<file path="src/rtl/craps_multi_if.sv">
// Dice-board bus for craps_multi: roll button in, dice/point/shooter/status/tallies out.
interface craps_multi_if #(
  parameter int NPLAYERS = 2,
  parameter int SW       = 4
);
  logic                   rb;
  logic [3:0]             die1;
  logic [3:0]             die2;
  logic [4:0]             sum;
  logic [4:0]             point;
  logic [1:0]             player;
  logic                   roll;
  logic                   win;
  logic                   lose;
  logic [NPLAYERS*SW-1:0] wins;
  logic [NPLAYERS*SW-1:0] losses;

  modport master (output rb,
                  input  die1, die2, sum, point, player, roll, win, lose, wins, losses);
  modport slave  (input  rb,
                  output die1, die2, sum, point, player, roll, win, lose, wins, losses);
endinterface

</file>
<file path="src/rtl/craps_multi.sv">
// Multi-player craps controller: free-running dice, come-out/point FSM, shooter rotation.
// Per-player win/loss tallies are built only when CRAPS_STATS_EN is defined.
module craps_multi #(
  parameter int SIDES    = 6,
  parameter int NPLAYERS = 2,
  parameter int SW       = 4
) (
  input  logic        clk,
  input  logic        reset,
  craps_multi_if.slave bus
);
  typedef enum logic [2:0] {S0, SROLL1, SPOINT, SROLL2, SWIN, SLOSE} state_t;

  localparam logic [3:0] SMAX = 4'(SIDES);
  localparam logic [4:0] NAT1 = 5'(SIDES + 1);
  localparam logic [4:0] NAT2 = 5'(2*SIDES - 1);
  localparam logic [4:0] CR12 = 5'(2*SIDES);
  localparam logic [1:0] PMAX = 2'(NPLAYERS - 1);

  state_t     state, nxt;
  logic [3:0] die1, die2;
  logic [4:0] sum, point;
  logic [1:0] player;
  logic       load_pt, new_game, is_nat, is_craps;

  assign sum      = {1'b0, die1} + {1'b0, die2};
  assign is_nat   = (sum == NAT1) || (sum == NAT2);
  assign is_craps = (sum == 5'd2) || (sum == 5'd3) || (sum == CR12);

  always_comb begin
    nxt      = state;
    load_pt  = 1'b0;
    new_game = 1'b0;
    case (state)
      S0:     if (bus.rb) nxt = SROLL1;
      SROLL1: if (!bus.rb) begin
        if (is_nat)        nxt = SWIN;
        else if (is_craps) nxt = SLOSE;
        else begin
          nxt     = SPOINT;
          load_pt = 1'b1;
        end
      end
      SPOINT: if (bus.rb) nxt = SROLL2;
      SROLL2: if (!bus.rb) begin
        if (sum == point)     nxt = SWIN;
        else if (sum == NAT1) nxt = SLOSE;
        else                  nxt = SPOINT;
      end
      SWIN, SLOSE: if (bus.rb) begin
        nxt      = SROLL1;
        new_game = 1'b1;
      end
      default: nxt = S0;
    endcase
  end

  always_ff @(posedge clk) begin
    if (reset) begin
      state  <= S0;
      die1   <= 4'd1;
      die2   <= 4'd1;
      point  <= 5'd0;
      player <= 2'd0;
    end else begin
      state <= nxt;
      // dice free-run on rb regardless of state; die2 steps on die1's wrap
      if (bus.rb) begin
        if (die1 == SMAX) begin
          die1 <= 4'd1;
          die2 <= (die2 == SMAX) ? 4'd1 : die2 + 4'd1;
        end else begin
          die1 <= die1 + 4'd1;
        end
      end
      if (load_pt) point <= sum;
      if (new_game) begin
        point  <= 5'd0;
        player <= (player == PMAX) ? 2'd0 : player + 2'd1;
      end
    end
  end

`ifdef CRAPS_STATS_EN
  logic [NPLAYERS-1:0][SW-1:0] wcnt, lcnt;
  logic win_e, lose_e;

  // only SROLL1/SROLL2 can step into SWIN/SLOSE, so entry = next is the terminal state
  assign win_e  = (nxt == SWIN)  && (state != SWIN);
  assign lose_e = (nxt == SLOSE) && (state != SLOSE);

  for (genvar p = 0; p < NPLAYERS; p++) begin : g_stat
    always_ff @(posedge clk) begin
      if (reset) begin
        wcnt[p] <= '0;
        lcnt[p] <= '0;
      end else if (player == 2'(p)) begin
        if (win_e  && (wcnt[p] != '1)) wcnt[p] <= wcnt[p] + 1'b1;
        if (lose_e && (lcnt[p] != '1)) lcnt[p] <= lcnt[p] + 1'b1;
      end
    end
  end

  assign bus.wins   = wcnt;
  assign bus.losses = lcnt;
`else
  assign bus.wins   = '0;
  assign bus.losses = '0;
`endif

  assign bus.die1   = die1;
  assign bus.die2   = die2;
  assign bus.sum    = sum;
  assign bus.point  = point;
  assign bus.player = player;
  assign bus.roll   = (state == SROLL1) || (state == SROLL2);
  assign bus.win    = (state == SWIN);
  assign bus.lose   = (state == SLOSE);
endmodule
</file>
<file path="src/flat_wrapper.sv">
// flat-port wrapper written by rule: the top's interface ports become plain ports
module craps_multi_flat 
#(
  parameter int SIDES    = 6,
  parameter int NPLAYERS = 2,
  parameter int SW       = 4
)
  (clk, reset, bus_rb, bus_die1, bus_die2, bus_sum, bus_point, bus_player, bus_roll, bus_win, bus_lose, bus_wins, bus_losses);
  craps_multi_if #(.NPLAYERS(NPLAYERS), .SW(SW)) bus_i ();
  input  logic clk;
  input  logic reset;
  input wire logic [$bits(bus_i.rb)-1:0] bus_rb;
  output wire logic [$bits(bus_i.die1)-1:0] bus_die1;
  output wire logic [$bits(bus_i.die2)-1:0] bus_die2;
  output wire logic [$bits(bus_i.sum)-1:0] bus_sum;
  output wire logic [$bits(bus_i.point)-1:0] bus_point;
  output wire logic [$bits(bus_i.player)-1:0] bus_player;
  output wire logic [$bits(bus_i.roll)-1:0] bus_roll;
  output wire logic [$bits(bus_i.win)-1:0] bus_win;
  output wire logic [$bits(bus_i.lose)-1:0] bus_lose;
  output wire logic [$bits(bus_i.wins)-1:0] bus_wins;
  output wire logic [$bits(bus_i.losses)-1:0] bus_losses;
  assign bus_i.rb = bus_rb;
  assign bus_die1 = bus_i.die1;
  assign bus_die2 = bus_i.die2;
  assign bus_sum = bus_i.sum;
  assign bus_point = bus_i.point;
  assign bus_player = bus_i.player;
  assign bus_roll = bus_i.roll;
  assign bus_win = bus_i.win;
  assign bus_lose = bus_i.lose;
  assign bus_wins = bus_i.wins;
  assign bus_losses = bus_i.losses;
  craps_multi #(.SIDES(SIDES), .NPLAYERS(NPLAYERS), .SW(SW)) u_core (.clk(clk), .reset(reset), .bus(bus_i));
endmodule
</file>
<file path="config.mk">
export PLATFORM = sky130hd
export DESIGN_NAME = craps_multi_flat
export DESIGN_NICKNAME = d
export VERILOG_FILES = /design/src/rtl/craps_multi_if.sv /design/src/rtl/craps_multi.sv /design/src/flat_wrapper.sv
export SDC_FILE = /design/constraint.sdc
export NUM_CORES = 1
export LEC_CHECK = 0
export ABC_AREA = 1
export BUFFER_PORTS_ARGS = -buffer_cell sky130_fd_sc_hd__buf_2
export CAP_MARGIN = 15
export CORE_MARGIN = 1
export CORE_UTILIZATION = 54
export CTS_CLUSTER_SIZE = 28
export DETAILED_ROUTE_END_ITERATION = 16
export GPL_TIMING_DRIVEN = 0
export PLACE_DENSITY = 0.91
export SETUP_SLACK_MARGIN = 0.5
export SLEW_MARGIN = 20
export SYNTH_ARGS = -nofsm -noshare
export SYNTH_HDL_FRONTEND = slang
export SYNTH_SLANG_ARGS = --single-unit
export TNS_END_PERCENT = 5
</file>
<file path="constraint.sdc">
create_clock -name clk -period 3.9 [get_ports clk]
set_input_delay 0.78 -clock clk [delete_from_list [all_inputs] [get_ports clk]]
set_output_delay 0.78 -clock clk [all_outputs]
set_load 0.005 [all_outputs]
</file>
==> results.md <==
* Final hold viol count at 0
* Setup tns final at 0 ns
* Detailed Route Iter0 Violations at 22
* Hold Crit Start: u_core.bus.player[1]$_SDFFE_PP0P_
* Pwr/cell area at 278.9 nW/um^2
* Reg-to-Reg End: u_core.bus.point[2]$_SDFFE_PP0P_
* Synthesized cell area at 1331 um^2
* NetSw at 0.0001497 W
* Worst-path maximum fanout at 8
* CTS root buf: clkbuf_4
* Antenna cells at 0
* Post-synth top cells: nand2_1, inv_1, dfxtp_1, buf_4, nand3_1
* Critical setup path kind: reg -> out
* Flop2flop setup slack at 1.66 ns
* Die area at 2668 um^2
* Flops & latches, synth at 18
* Layout cell share with drive strength beyond 1 at 27.73%
* Number of I/O port buffers at 25
* Util after Layout at 68.99%
* Final ANT Viol Nets at 0
* Predominant post-synthesis flop cell: dfxtp_1
* RSZ-0062 raised after global routing: no
* Setup crit start kind: flip-flop
* 1st-pass router iterations at 4
* Via count at 1293
* Final period util at 66.27%
* Hold buffers post-CTS at 0
* Detail Placement HPWL at 2020 um
* Final std cells w/o fill at 266
* Outcome: completed
* Seq pwr share at 47.3%
* Starting Density at 58.49%
* Die Ht at 51.65 um
* DRC at 0
* CTS resizes at 0
* Post-synth top area cell: dfxtp_1
* Min-delay worst type: reg -> reg
* First-pass GRT wire length at 4188 um
* Routed wire length at 2487 um
* Core Footprint at 2276 um^2
* Hold Slack at 0.4689 ns
* IO Count at 42
* Post-Syn Instances at 195
* Worst-case reg-to-reg path depth at 12
* Reg clk slew, reported paths at 0.10 ns
* WL/cell at 9.350 um
* Max cap viols at 0
* Worst r2r src: u_core.bus.die1[0]$_SDFFE_PP1P_
* Largest cells by area after synthesis: dfxtp_1, nand2_1, buf_4
* Placed cells at 263
* WP data required at 3.12 ns
* Post-route minimum period at 2.585 ns
* Switch share at 34.19%
* Post-CTS Setup Inserts at 0
* Global Route Usage Sum at 20.80%
* Power Internal at 0.0002882 W
* Sequential share of the synthesized area at 27.07%
* Synth warn at 0
* Cell row count at 17
* Hold path cells at 1
* Post-synth EDFFs at 0
* Nets@finish at 248
* Top cell type's share of synthesized area at 27.07%
* Largest net degree at the start of global routing at 11
* Top-count cell post-synth: nand2_1
* Setup-failing EPs final at 0
* TritonCTS buffer count at 3
* WP data arrival at 1.80 ns
* GR Overflow Total at 0
* Placer Congestion at 0.8200
* CTS tree: built
* Worst Hold Path EP: u_core.bus.player[1]$_SDFFE_PP0P_
* VDD IR max at 0.0002284 V
* Htree depth at 1
* Antenna violations before repair at 0
* Worst Skew at 0.004832 ns
* Clock power share at 21.2%
* Max Clock Freq at 0.3869 GHz
* Synthesized area per cell at 6.827 um^2
* Critical path capture point type: primary output
* Synth unique cells at 30
* Drt via density at 4.861
* Clock Path Buffers at 2
* Vias in the first global route at 1033
* Total power at 0.0004379 W
* Clock latency on the worst-skew pair at 0.29 ns
* Static leakage at 0.8340 nW
* Logic pwr share at 31.5%
* Clock Sinks at 18
* Asr flop ratio synth at 0%
* Final Max Tran Viols at 0
* Syn-to-layout area delta at 17.95%
* Die X at 51.65 um
[area by class of cell]
class                           instances  area [um^2]
Timing Repair Buffer                   25        125.1
Inverter                               30        113.9
Multi-Input combinational cell        145        789.5
Buffer                                 17        123.9
Tap cell                               28        35.03
Sequential cell                        18        360.3
Fill cell                             213        705.7
Clock buffer                            3        22.52
[how the worst max path moves through the flow]
stage,slack [ns],to,depth (start not counted),startpoint
after CTS,1.31,bus_sum[2],7,u_core.bus.die1[0]$_SDFFE_PP1P_
after global routing,1.20,bus_sum[2],7,u_core.bus.die1[0]$_SDFFE_PP1P_
after global placement,1.65,bus_sum[2],7,u_core.bus.die1[0]$_SDFFE_PP1P_
final,1.32,bus_sum[2],7,u_core.bus.die1[0]$_SDFFE_PP1P_
after detailed placement,1.64,bus_sum[2],7,u_core.bus.die1[0]$_SDFFE_PP1P_
after floorplan,1.85,u_core.bus.point[2]$_SDFFE_PP0P_,12,u_core.bus.die1[0]$_SDFFE_PP1P_
[metrics by stage]
stage / area, um^2 / setup slack (ns)
final: 1570 / 1.315
after floorplan: 1388 / 1.846
after global placement: 1548 / 1.650
after CTS: 1570 / 1.307
after global routing: 1570 / 1.198
after detailed placement: 1548 / 1.644
[flip-flops by register name, indices dropped and copies added (netlist names)]
name / cells
u_core.state: 3
u_core.bus.player: 2
u_core.bus.point: 5
u_core.bus.die2: 4
u_core.bus.die1: 4
[layout by cell type (no fill, tap or decap), types with 3 or more instances in the layout]
cell type,netlist,layout
conb_1,1,16
dfxtp_1,18,18
o21ai_1,5,5
buf_4,16,16
o21ai_0,4,4
a21oi_1,11,11
clkbuf_4,0,3
nand3b_1,3,3
inv_1,27,27
nor2_1,15,15
nor3_1,3,3
ha_1,4,4
nand2_2,6,6
nand2_1,40,40
buf_2,0,25
nand3_1,16,16
nand3_2,6,6
[cell families (layout without fill, tap and decap cells)]
logic type	Yosys count	in the layout	synth area share, %
other	1	16	0.2817
adders and majority gates	5	5	5.263
DFF	18	18	27.07
and+or+nand+nor	99	99	38.82
buffers and inverters	47	75	17.86
xor gates and xnor gates	1	1	0.6580
AOI/OAI and AO/OA	24	24	10.06
[critical path, cell delays in order (launching register included)]
cell and delay (ns):
dfxtp_1 0.40, ha_1 0.25, fa_1 0.42, inv_1 0.08, nand2_2 0.06, nand2_2 0.10
inv_2 0.07, buf_2 0.13
[routing by layer]
layer	track usage (%)	up-vias	routed length, um
li1	-	687	-
met1	26.57	572	1208
met2	35.28	32	1144
met3	3.509	2	119
met4	6.757	0	15
met5	0	-	0
[power by group through the flow]
| stage | Combinational [W] | Sequential (W) | Clock (W) |
|---|---|---|---|
| final | 0.000138 | 0.000207 | 0.0000929 |
| after global routing | 0.000158 | 0.000209 | 0.000103 |
| after CTS | 0.000138 | 0.000207 | 0.0000948 |
| after detailed placement | 0.000137 | 0.000211 | 0 |
| after global placement | 0.000135 | 0.000211 | 0 |
| after floorplan | 0.000108 | 0.000210 | 0 |
Note: power is estimated with default switching activity, not from simulation.
